File: config.mk
export PLATFORM = sky130hd
export DESIGN_NAME = spi_mst_flat
export DESIGN_NICKNAME = d
export VERILOG_FILES = /design/src/rtl/spi_mst_if.sv /design/src/rtl/spi_mst.sv /design/src/flat_wrapper.sv
export SDC_FILE = /design/constraint.sdc
export NUM_CORES = 1
export LEC_CHECK = 0
export CAP_MARGIN = 25
export CORE_MARGIN = 1
export CORE_UTILIZATION = 45
export CTS_BUF_LIST = sky130_fd_sc_hd__clkbuf_4 sky130_fd_sc_hd__clkbuf_8
export DETAILED_ROUTE_END_ITERATION = 7
export PLACE_DENSITY = 0.75
export SYNTH_ARGS = -nofsm -noshare
export SYNTH_HDL_FRONTEND = slang
export SYNTH_HIERARCHICAL = 1
export SYNTH_SLANG_ARGS = --single-unit
export TNS_END_PERCENT = 20
File: constraint.sdc
create_clock -name i_spi_sclk -period 5.3 [get_ports i_spi_sclk]
set_input_delay 1.59 -clock i_spi_sclk [delete_from_list [all_inputs] [get_ports i_spi_sclk]]
set_output_delay 1.59 -clock i_spi_sclk [all_outputs]
set_load 0.1 [all_outputs]
File: src/rtl/spi_mst_if.sv
// Local request/response bus between a register requester and the SPI master.
// Combinational bundle only; no storage.
// Requester holds i_req until it sees o_ready; spi_mst never stalls o_done.
interface spi_mst_if #(
    parameter int REG_AW = 7,
    parameter int REG_DW = 8
);
    logic              i_req;
    logic              i_wr;
    logic [REG_AW-1:0] i_addr;
    logic [REG_DW-1:0] i_wdata;
    logic              o_ready;
    logic              o_done;
    logic [REG_DW-1:0] o_rdata;
    logic              o_crc_err;
    logic              o_rsp_err;

    // Requester side: issues accesses, receives completion.
    modport master (
        output i_req, i_wr, i_addr, i_wdata,
        input  o_ready, o_done, o_rdata, o_crc_err, o_rsp_err
    );

    // SPI master side: accepts accesses, returns completion.
    modport slave (
        input  i_req, i_wr, i_addr, i_wdata,
        output o_ready, o_done, o_rdata, o_crc_err, o_rsp_err
    );
endinterface

File: src/rtl/spi_mst.sv
// SPI master for the 24-bit CRC-protected register protocol: command frame then poll frame.
// Latency accept->o_done = 2*50*SCK_HALF + CSB_GAP + 1 cycles; all outputs registered.
// No backpressure: requests arriving while busy are dropped, o_ready marks the only accept window.

// CRC-8, polynomial x^8+x^2+x+1, zero init, over a 16-bit word MSB first.
module crc16to8_parallel (
    input  logic [15:0] data_i,
    output logic [7:0]  crc_o
);
    logic [7:0] c;
    logic       fb;

    // Unrolled bit-serial CRC; collapses to an XOR tree.
    always_comb begin
        c  = 8'h00;
        fb = 1'b0;
        for (int i = 15; i >= 0; i--) begin
            fb = c[7] ^ data_i[i];
            c  = {c[6:0], 1'b0} ^ ({8{fb}} & 8'h07);
        end
        crc_o = c;
    end
endmodule

module spi_mst #(
    parameter int                REG_AW    = 7,
    parameter int                REG_DW    = 8,
    parameter int                REG_CRC_W = 8,
    parameter int                SCK_HALF  = 2,
    parameter int                CSB_GAP   = 64,
    parameter logic [REG_AW-1:0] POLL_ADDR = '0
) (
    input  logic       i_spi_sclk,
    input  logic       i_rst_n,
    spi_mst_if.slave   req_if,
    output logic       o_spi_sclk,
    output logic       o_spi_csb,
    output logic       o_spi_mosi,
    input  logic       i_spi_miso
);
    // The link word is fixed at 24 bits: {wr/flag, addr[6:0], data[7:0], crc[7:0]}.
    localparam int FRAME_W = 1 + REG_AW + REG_DW + REG_CRC_W;
    localparam int PAY_W   = 1 + REG_AW + REG_DW;
    localparam int HALF_N  = 2 * FRAME_W;
    localparam int CNT_MAX = (CSB_GAP > SCK_HALF) ? CSB_GAP : SCK_HALF;
    localparam int CNT_W   = $clog2(CNT_MAX + 1);
    localparam int HALF_W  = $clog2(HALF_N);

    localparam logic [CNT_W-1:0]  SH_LAST   = CNT_W'(SCK_HALF - 1);
    localparam logic [CNT_W-1:0]  GAP_LAST  = CNT_W'(CSB_GAP - 1);
    localparam logic [HALF_W-1:0] HALF_LAST = HALF_W'(HALF_N - 1);

    typedef enum logic [2:0] {
        S_IDLE,
        S_LEAD,
        S_SHIFT,
        S_TRAIL,
        S_GAP,
        S_DONE
    } state_t;

    state_t             state_q;
    logic               frame_q;     // 0 = command frame, 1 = poll frame
    logic [CNT_W-1:0]   cnt_q;       // half-period / lead / trail / gap counter
    logic [HALF_W-1:0]  half_q;      // SCLK half-period index within SHIFT
    logic [FRAME_W-1:0] tx_q;
    logic [FRAME_W-1:0] rx_q;
    logic               wr_q;
    logic [REG_AW-1:0]  addr_q;
    logic               ready_q;
    logic               done_q;
    logic [REG_DW-1:0]  rdata_q;
    logic               crc_err_q;
    logic               rsp_err_q;
    logic               sclk_q;
    logic               csb_q;
    logic               mosi_q;

    logic [PAY_W-1:0]     tx_pay_d;
    logic [REG_CRC_W-1:0] tx_crc;
    logic [FRAME_W-1:0]   tx_word_d;
    logic [REG_CRC_W-1:0] rx_crc;
    logic                 crc_err_d;
    logic                 rsp_err_d;

    // TX payload: the live request while idle (command frame), else the fixed poll read.
    always_comb begin
        tx_pay_d = {1'b0, POLL_ADDR, {REG_DW{1'b0}}};
        if (state_q == S_IDLE) begin
            tx_pay_d = {req_if.i_wr, req_if.i_addr,
                        req_if.i_wr ? req_if.i_wdata : {REG_DW{1'b0}}};
        end
    end

    crc16to8_parallel u_crc_tx (
        .data_i (tx_pay_d),
        .crc_o  (tx_crc)
    );

    assign tx_word_d = {tx_pay_d, tx_crc};

    crc16to8_parallel u_crc_rx (
        .data_i (rx_q[FRAME_W-1 -: PAY_W]),
        .crc_o  (rx_crc)
    );

    // Response check; a bad CRC masks the type/address check.
    always_comb begin
        crc_err_d = (rx_crc != rx_q[REG_CRC_W-1:0]);
        rsp_err_d = !crc_err_d &&
                    ((rx_q[FRAME_W-1] != wr_q) ||
                     (rx_q[FRAME_W-2 -: REG_AW] != addr_q));
    end

    // Frame sequencer with registered pin and status outputs.
    always_ff @(posedge i_spi_sclk or negedge i_rst_n) begin
        if (!i_rst_n) begin
            state_q   <= S_IDLE;
            frame_q   <= 1'b0;
            cnt_q     <= '0;
            half_q    <= '0;
            tx_q      <= '0;
            rx_q      <= '0;
            wr_q      <= 1'b0;
            addr_q    <= '0;
            ready_q   <= 1'b1;
            done_q    <= 1'b0;
            rdata_q   <= '0;
            crc_err_q <= 1'b0;
            rsp_err_q <= 1'b0;
            sclk_q    <= 1'b0;
            csb_q     <= 1'b1;
            mosi_q    <= 1'b0;
        end else begin
            done_q <= 1'b0;
            case (state_q)
                S_IDLE: begin
                    csb_q  <= 1'b1;
                    sclk_q <= 1'b0;
                    mosi_q <= 1'b0;
                    if (req_if.i_req && ready_q) begin
                        wr_q    <= req_if.i_wr;
                        addr_q  <= req_if.i_addr;
                        frame_q <= 1'b0;
                        tx_q    <= tx_word_d;
                        mosi_q  <= tx_word_d[FRAME_W-1];
                        csb_q   <= 1'b0;
                        cnt_q   <= '0;
                        ready_q <= 1'b0;
                        state_q <= S_LEAD;
                    end
                end
                S_LEAD: begin
                    // CSB low, first bit already on MOSI, SCLK held low.
                    if (cnt_q == SH_LAST) begin
                        cnt_q   <= '0;
                        half_q  <= '0;
                        state_q <= S_SHIFT;
                    end else begin
                        cnt_q <= cnt_q + CNT_W'(1);
                    end
                end
                S_SHIFT: begin
                    if (cnt_q == SH_LAST) begin
                        cnt_q <= '0;
                        if (half_q == HALF_LAST) begin
                            // 24th falling edge: park MOSI low and trail.
                            sclk_q  <= 1'b0;
                            mosi_q  <= 1'b0;
                            state_q <= S_TRAIL;
                        end else begin
                            half_q <= half_q + HALF_W'(1);
                            sclk_q <= ~sclk_q;
                            if (!sclk_q) begin
                                rx_q <= {rx_q[FRAME_W-2:0], i_spi_miso};
                            end else begin
                                tx_q   <= {tx_q[FRAME_W-2:0], 1'b0};
                                mosi_q <= tx_q[FRAME_W-2];
                            end
                        end
                    end else begin
                        cnt_q <= cnt_q + CNT_W'(1);
                    end
                end
                S_TRAIL: begin
                    if (cnt_q == SH_LAST) begin
                        cnt_q <= '0;
                        csb_q <= 1'b1;
                        if (!frame_q) begin
                            state_q <= S_GAP;
                        end else begin
                            done_q    <= 1'b1;
                            rdata_q   <= rx_q[REG_CRC_W +: REG_DW];
                            crc_err_q <= crc_err_d;
                            rsp_err_q <= rsp_err_d;
                            state_q   <= S_DONE;
                        end
                    end else begin
                        cnt_q <= cnt_q + CNT_W'(1);
                    end
                end
                S_GAP: begin
                    // Give the slave time to sync CSB, access the register and stage its ack.
                    if (cnt_q == GAP_LAST) begin
                        cnt_q   <= '0;
                        frame_q <= 1'b1;
                        tx_q    <= tx_word_d;
                        mosi_q  <= tx_word_d[FRAME_W-1];
                        csb_q   <= 1'b0;
                        state_q <= S_LEAD;
                    end else begin
                        cnt_q <= cnt_q + CNT_W'(1);
                    end
                end
                S_DONE: begin
                    ready_q <= 1'b1;
                    state_q <= S_IDLE;
                end
                default: begin
                    state_q <= S_IDLE;
                end
            endcase
        end
    end

    assign req_if.o_ready   = ready_q;
    assign req_if.o_done    = done_q;
    assign req_if.o_rdata   = rdata_q;
    assign req_if.o_crc_err = crc_err_q;
    assign req_if.o_rsp_err = rsp_err_q;
    assign o_spi_sclk       = sclk_q;
    assign o_spi_csb        = csb_q;
    assign o_spi_mosi       = mosi_q;
endmodule

File: src/flat_wrapper.sv
// flat-port wrapper written by rule: the top's interface ports become plain ports
module spi_mst_flat 
#(
    parameter int                REG_AW    = 7,
    parameter int                REG_DW    = 8,
    parameter int                REG_CRC_W = 8,
    parameter int                SCK_HALF  = 2,
    parameter int                CSB_GAP   = 64,
    parameter logic [REG_AW-1:0] POLL_ADDR = '0
)
  (i_spi_sclk, i_rst_n, o_spi_sclk, o_spi_csb, o_spi_mosi, i_spi_miso, req_if_i_req, req_if_i_wr, req_if_i_addr, req_if_i_wdata, req_if_o_ready, req_if_o_done, req_if_o_rdata, req_if_o_crc_err, req_if_o_rsp_err);
  spi_mst_if #(.REG_AW(REG_AW), .REG_DW(REG_DW)) req_if_i ();
  input  logic i_spi_sclk;
  input  logic i_rst_n;
  output logic o_spi_sclk;
  output logic o_spi_csb;
  output logic o_spi_mosi;
  input  logic i_spi_miso;
  input wire logic [$bits(req_if_i.i_req)-1:0] req_if_i_req;
  input wire logic [$bits(req_if_i.i_wr)-1:0] req_if_i_wr;
  input wire logic [$bits(req_if_i.i_addr)-1:0] req_if_i_addr;
  input wire logic [$bits(req_if_i.i_wdata)-1:0] req_if_i_wdata;
  output wire logic [$bits(req_if_i.o_ready)-1:0] req_if_o_ready;
  output wire logic [$bits(req_if_i.o_done)-1:0] req_if_o_done;
  output wire logic [$bits(req_if_i.o_rdata)-1:0] req_if_o_rdata;
  output wire logic [$bits(req_if_i.o_crc_err)-1:0] req_if_o_crc_err;
  output wire logic [$bits(req_if_i.o_rsp_err)-1:0] req_if_o_rsp_err;
  assign req_if_i.i_req = req_if_i_req;
  assign req_if_i.i_wr = req_if_i_wr;
  assign req_if_i.i_addr = req_if_i_addr;
  assign req_if_i.i_wdata = req_if_i_wdata;
  assign req_if_o_ready = req_if_i.o_ready;
  assign req_if_o_done = req_if_i.o_done;
  assign req_if_o_rdata = req_if_i.o_rdata;
  assign req_if_o_crc_err = req_if_i.o_crc_err;
  assign req_if_o_rsp_err = req_if_i.o_rsp_err;
  spi_mst #(.REG_AW(REG_AW), .REG_DW(REG_DW), .REG_CRC_W(REG_CRC_W), .SCK_HALF(SCK_HALF), .CSB_GAP(CSB_GAP), .POLL_ADDR(POLL_ADDR)) u_core (.i_spi_sclk(i_spi_sclk), .i_rst_n(i_rst_n), .req_if(req_if_i), .o_spi_sclk(o_spi_sclk), .o_spi_csb(o_spi_csb), .o_spi_mosi(o_spi_mosi), .i_spi_miso(i_spi_miso));
endmodule
==> impl_metrics.json <==
{
  "outcome": "completed",
  "synth-seq-cells": 87,
  "hold_violations": 0,
  "synth_edf_count": 0,
  "max_cap_viol_count": 0,
  "num_rows": 37,
  "first_iter_violations": 241,
  "antenna_cells": 0,
  "fin_crit_sh": 0.689,
  "mostFrequentLayoutCells": "dfrtp_1, xnor2_1, mux2_2",
  "synthArstFlopShare": 1.00,
  "finClkSkew_ns": 0.00858,
  "critical_path.top_delay_family": "buffers and inverters",
  "crit_type": "reg2out",
  "postRouteAntennaNets": 0,
  "yosys.cell_types.count": 57,
  "seq_power_share": 0.505,
  "clk_latency_ns": 0.36,
  "first_pass_iters": 5,
  "nets": 471,
  "coreArea_um2": 10500,
  "vias": 3260,
  "cp-end-kind": "primary output",
  "fin_crit_ns": 3.65,
  "cts_tree": "yes",
  "drive_gt1_frac": 0.201,
  "ir_drop_v": 0.000126,
  "path_cells": "clkdlybuf4s50_1",
  "synth_fp_nets": 442,
  "combPwrFrac": 0.107,
  "place_ws_ns": 1.38,
  "synth_area_um2": 4930,
  "clkTransAtPathRegs_ns": 0.09,
  "startpoint_type": "flip-flop",
  "io_pins": 35,
  "setup_tns_ns": 0,
  "max_stage_delay_ns": 1.14,
  "syn_inst": 419,
  "grt_max_degree": 59,
  "slowest_stage": "clkdlybuf4s50_1",
  "routedWlPerCell_um": 16.7,
  "yosysWarnings": 6,
  "start_util": 0.471,
  "grt_usage": 0.188,
  "postCtsHoldBufs": 0,
  "p_leak_nw": 2.65,
  "seq_area_frac_synth": 0.442,
  "final_common_cell": "dfrtp_1",
  "crit_start": "u_core/req_if.o_ready",
  "viasPerCell": 5.54,
  "die_x_um": 107,
  "setup_violations": 0,
  "rsz0062_at_grt": "no",
  "cts-root-buf": "clkbuf_8",
  "maxSlewHeadroom": 0.331,
  "syn-mean-instance-area_um2": 11.8,
  "switchingPower_mw": 0.303,
  "drc": 0,
  "grt_pass1_vias": 3371,
  "crit_arrival_ns": 2.06,
  "syn2layout_area_growth_pct": 12.9,
  "hold_class": "reg2reg",
  "design.die.area_um2": 11400,
  "post-dp-hpwl_mm": 6.82,
  "gp_congestion": 0.793,
  "grt_overflow_total": 0,
  "slew_violations": 0,
  "intPower_mw": 1.01,
  "postCtsSetupRepairBufs": 0,
  "die_h_um": 107,
  "antenna_found_initial": 0,
  "io_buffers": 34,
  "clkSinkCount": 87,
  "path_buf_inv": 1,
  "synth_ff_type": "dfrtp_1",
  "cts_buffer_depth": 2,
  "grt_first_pass_wirelength_mm": 16.8,
  "timing.final.ws_setup_ns": 1.65,
  "fmax_mhz": 274,
  "routed_wl_mm": 9.84,
  "p_clk_frac": 0.388,
  "cellPowerDensity_nw_per_um2": 236,
  "h-tree-depth": 3,
  "numCtsBuffers": 9,
  "critPathRequiredTime_ns": 3.71,
  "p_sw_frac": 0.231,
  "crit_fanout": 5,
  "cts_resized": 0,
  "timing.rr.start": "u_core/state_q[2]",
  "worst_pin_slew_ns": 1.00,
  "hold_start": "u_core/req_if.o_rsp_err"
}
sequential cells by signal (all words and copies together), names as in the netlist:
signal and flops:
u_core/frame_q 1, u_core/req_if.o_rdata 8, u_core/rx_q 24, u_core/addr_q 7, u_core/state_q 3, u_core/req_if.o_crc_err 1
u_core/half_q 6, u_core/o_spi_mosi 1, u_core/o_spi_csb 1, u_core/o_spi_sclk 1, u_core/req_if.o_ready 1, u_core/req_if.o_done 1
u_core/cnt_q 7, u_core/req_if.o_rsp_err 1, u_core/tx_q 23, u_core/wr_q 1
worst paths after layout:
| path | end | slack [ns] | depth (start not counted) |
|---|---|---|---|
| setup / recovery | req_if_o_ready | 1.65 | 1 |
| hold / removal | u_core/req_if.o_rsp_err | 0.50 | 2 |
| setup reg to reg | u_core/tx_q[2] | 2.40 | 8 |
| min in group asynchronous | u_core/tx_q[13] | 1.27 | 1 |
| hold reg to reg | u_core/req_if.o_rsp_err | 0.50 | 2 |
| max in group asynchronous | u_core/rx_q[9] | 3.15 | 2 |
layer usage:
metal | up-vias | part of all wire | GRT usage
met4 | 0 | 0.020 | 0.0744
met1 | 1628 | 0.46 | 0.248
met2 | 68 | 0.49 | 0.309
li1 | 1548 | - | -
met5 | - | 0 | 0
met3 | 16 | 0.033 | 0.0334
through the flow:
step                instances   util  hold WS, ns  power, mW  area, µm²
floorplan                 419      -        0.478      0.778       4930
global route              588  0.532        0.537       1.37       5570
detailed placement        573  0.512        0.477      0.817       5350
CTS                       588  0.532        0.498       1.33       5570
global placement          573  0.512        0.466      0.816       5350
finish                    588  0.532        0.495       1.31       5570
cell families (layout without fill, tap and decap cells):
group / after synthesis / count (layout) / synth area share
compound gates: 88 / 88 / 0.115
flops: 87 / 87 / 0.442
simple gates: 84 / 84 / 0.102
xor+xnor: 75 / 75 / 0.172
mux: 56 / 56 / 0.133
buf+inv: 26 / 59 / 0.0282
fa+ha+maj: 3 / 3 / 0.00761
synthesized netlist by cell type (2+ instances only):
library cell,number,area share
a32o_1,2,0.0041
nor2_1,18,0.014
and3_1,11,0.014
a21oi_1,29,0.029
xnor2_1,43,0.076
buf_2,9,0.0091
mux2i_1,7,0.014
xnor3_4,2,0.011
xor2_1,18,0.032
xor2_2,2,0.0066
inv_1,6,0.0046
dfrtp_1,85,0.43
o31ai_1,2,0.0030
mux2_4,9,0.027
a31oi_1,18,0.023
xor3_1,2,0.0096
a22o_1,3,0.0053
xnor3_1,6,0.027
buf_4,8,0.012
nor3_1,4,0.0041
a21o_1,9,0.014
o21ai_0,12,0.012
and2_1,11,0.014
nand3_1,3,0.0030
xnor3_2,2,0.0096
nor2b_1,5,0.0063
dfstp_2,2,0.011
clkbuf_1,3,0.0023
ha_1,3,0.0076
nand2_1,17,0.013
nand4_1,2,0.0025
mux2_2,40,0.091
nor4_1,2,0.0025
power groups by stage:
stage | logic (mW) | clock network (mW) | registers [mW]
final | 0.141 | 0.510 | 0.664
after global routing | 0.153 | 0.550 | 0.664
after CTS | 0.142 | 0.525 | 0.664
after detailed placement | 0.140 | 0 | 0.677
after global placement | 0.139 | 0 | 0.677
after floorplan | 0.101 | 0 | 0.677
layout make-up:
type	instances	area, µm²
Timing Repair Buffer	38	368
Sequential cell	87	2180
Multi-Input combinational cell	306	2610
Clock inverter	5	83.8
Inverter	6	22.5
Tap cell	136	170
Clock buffer	10	131
Fill cell	926	4890
Note: power is estimated with default switching activity, not from simulation.
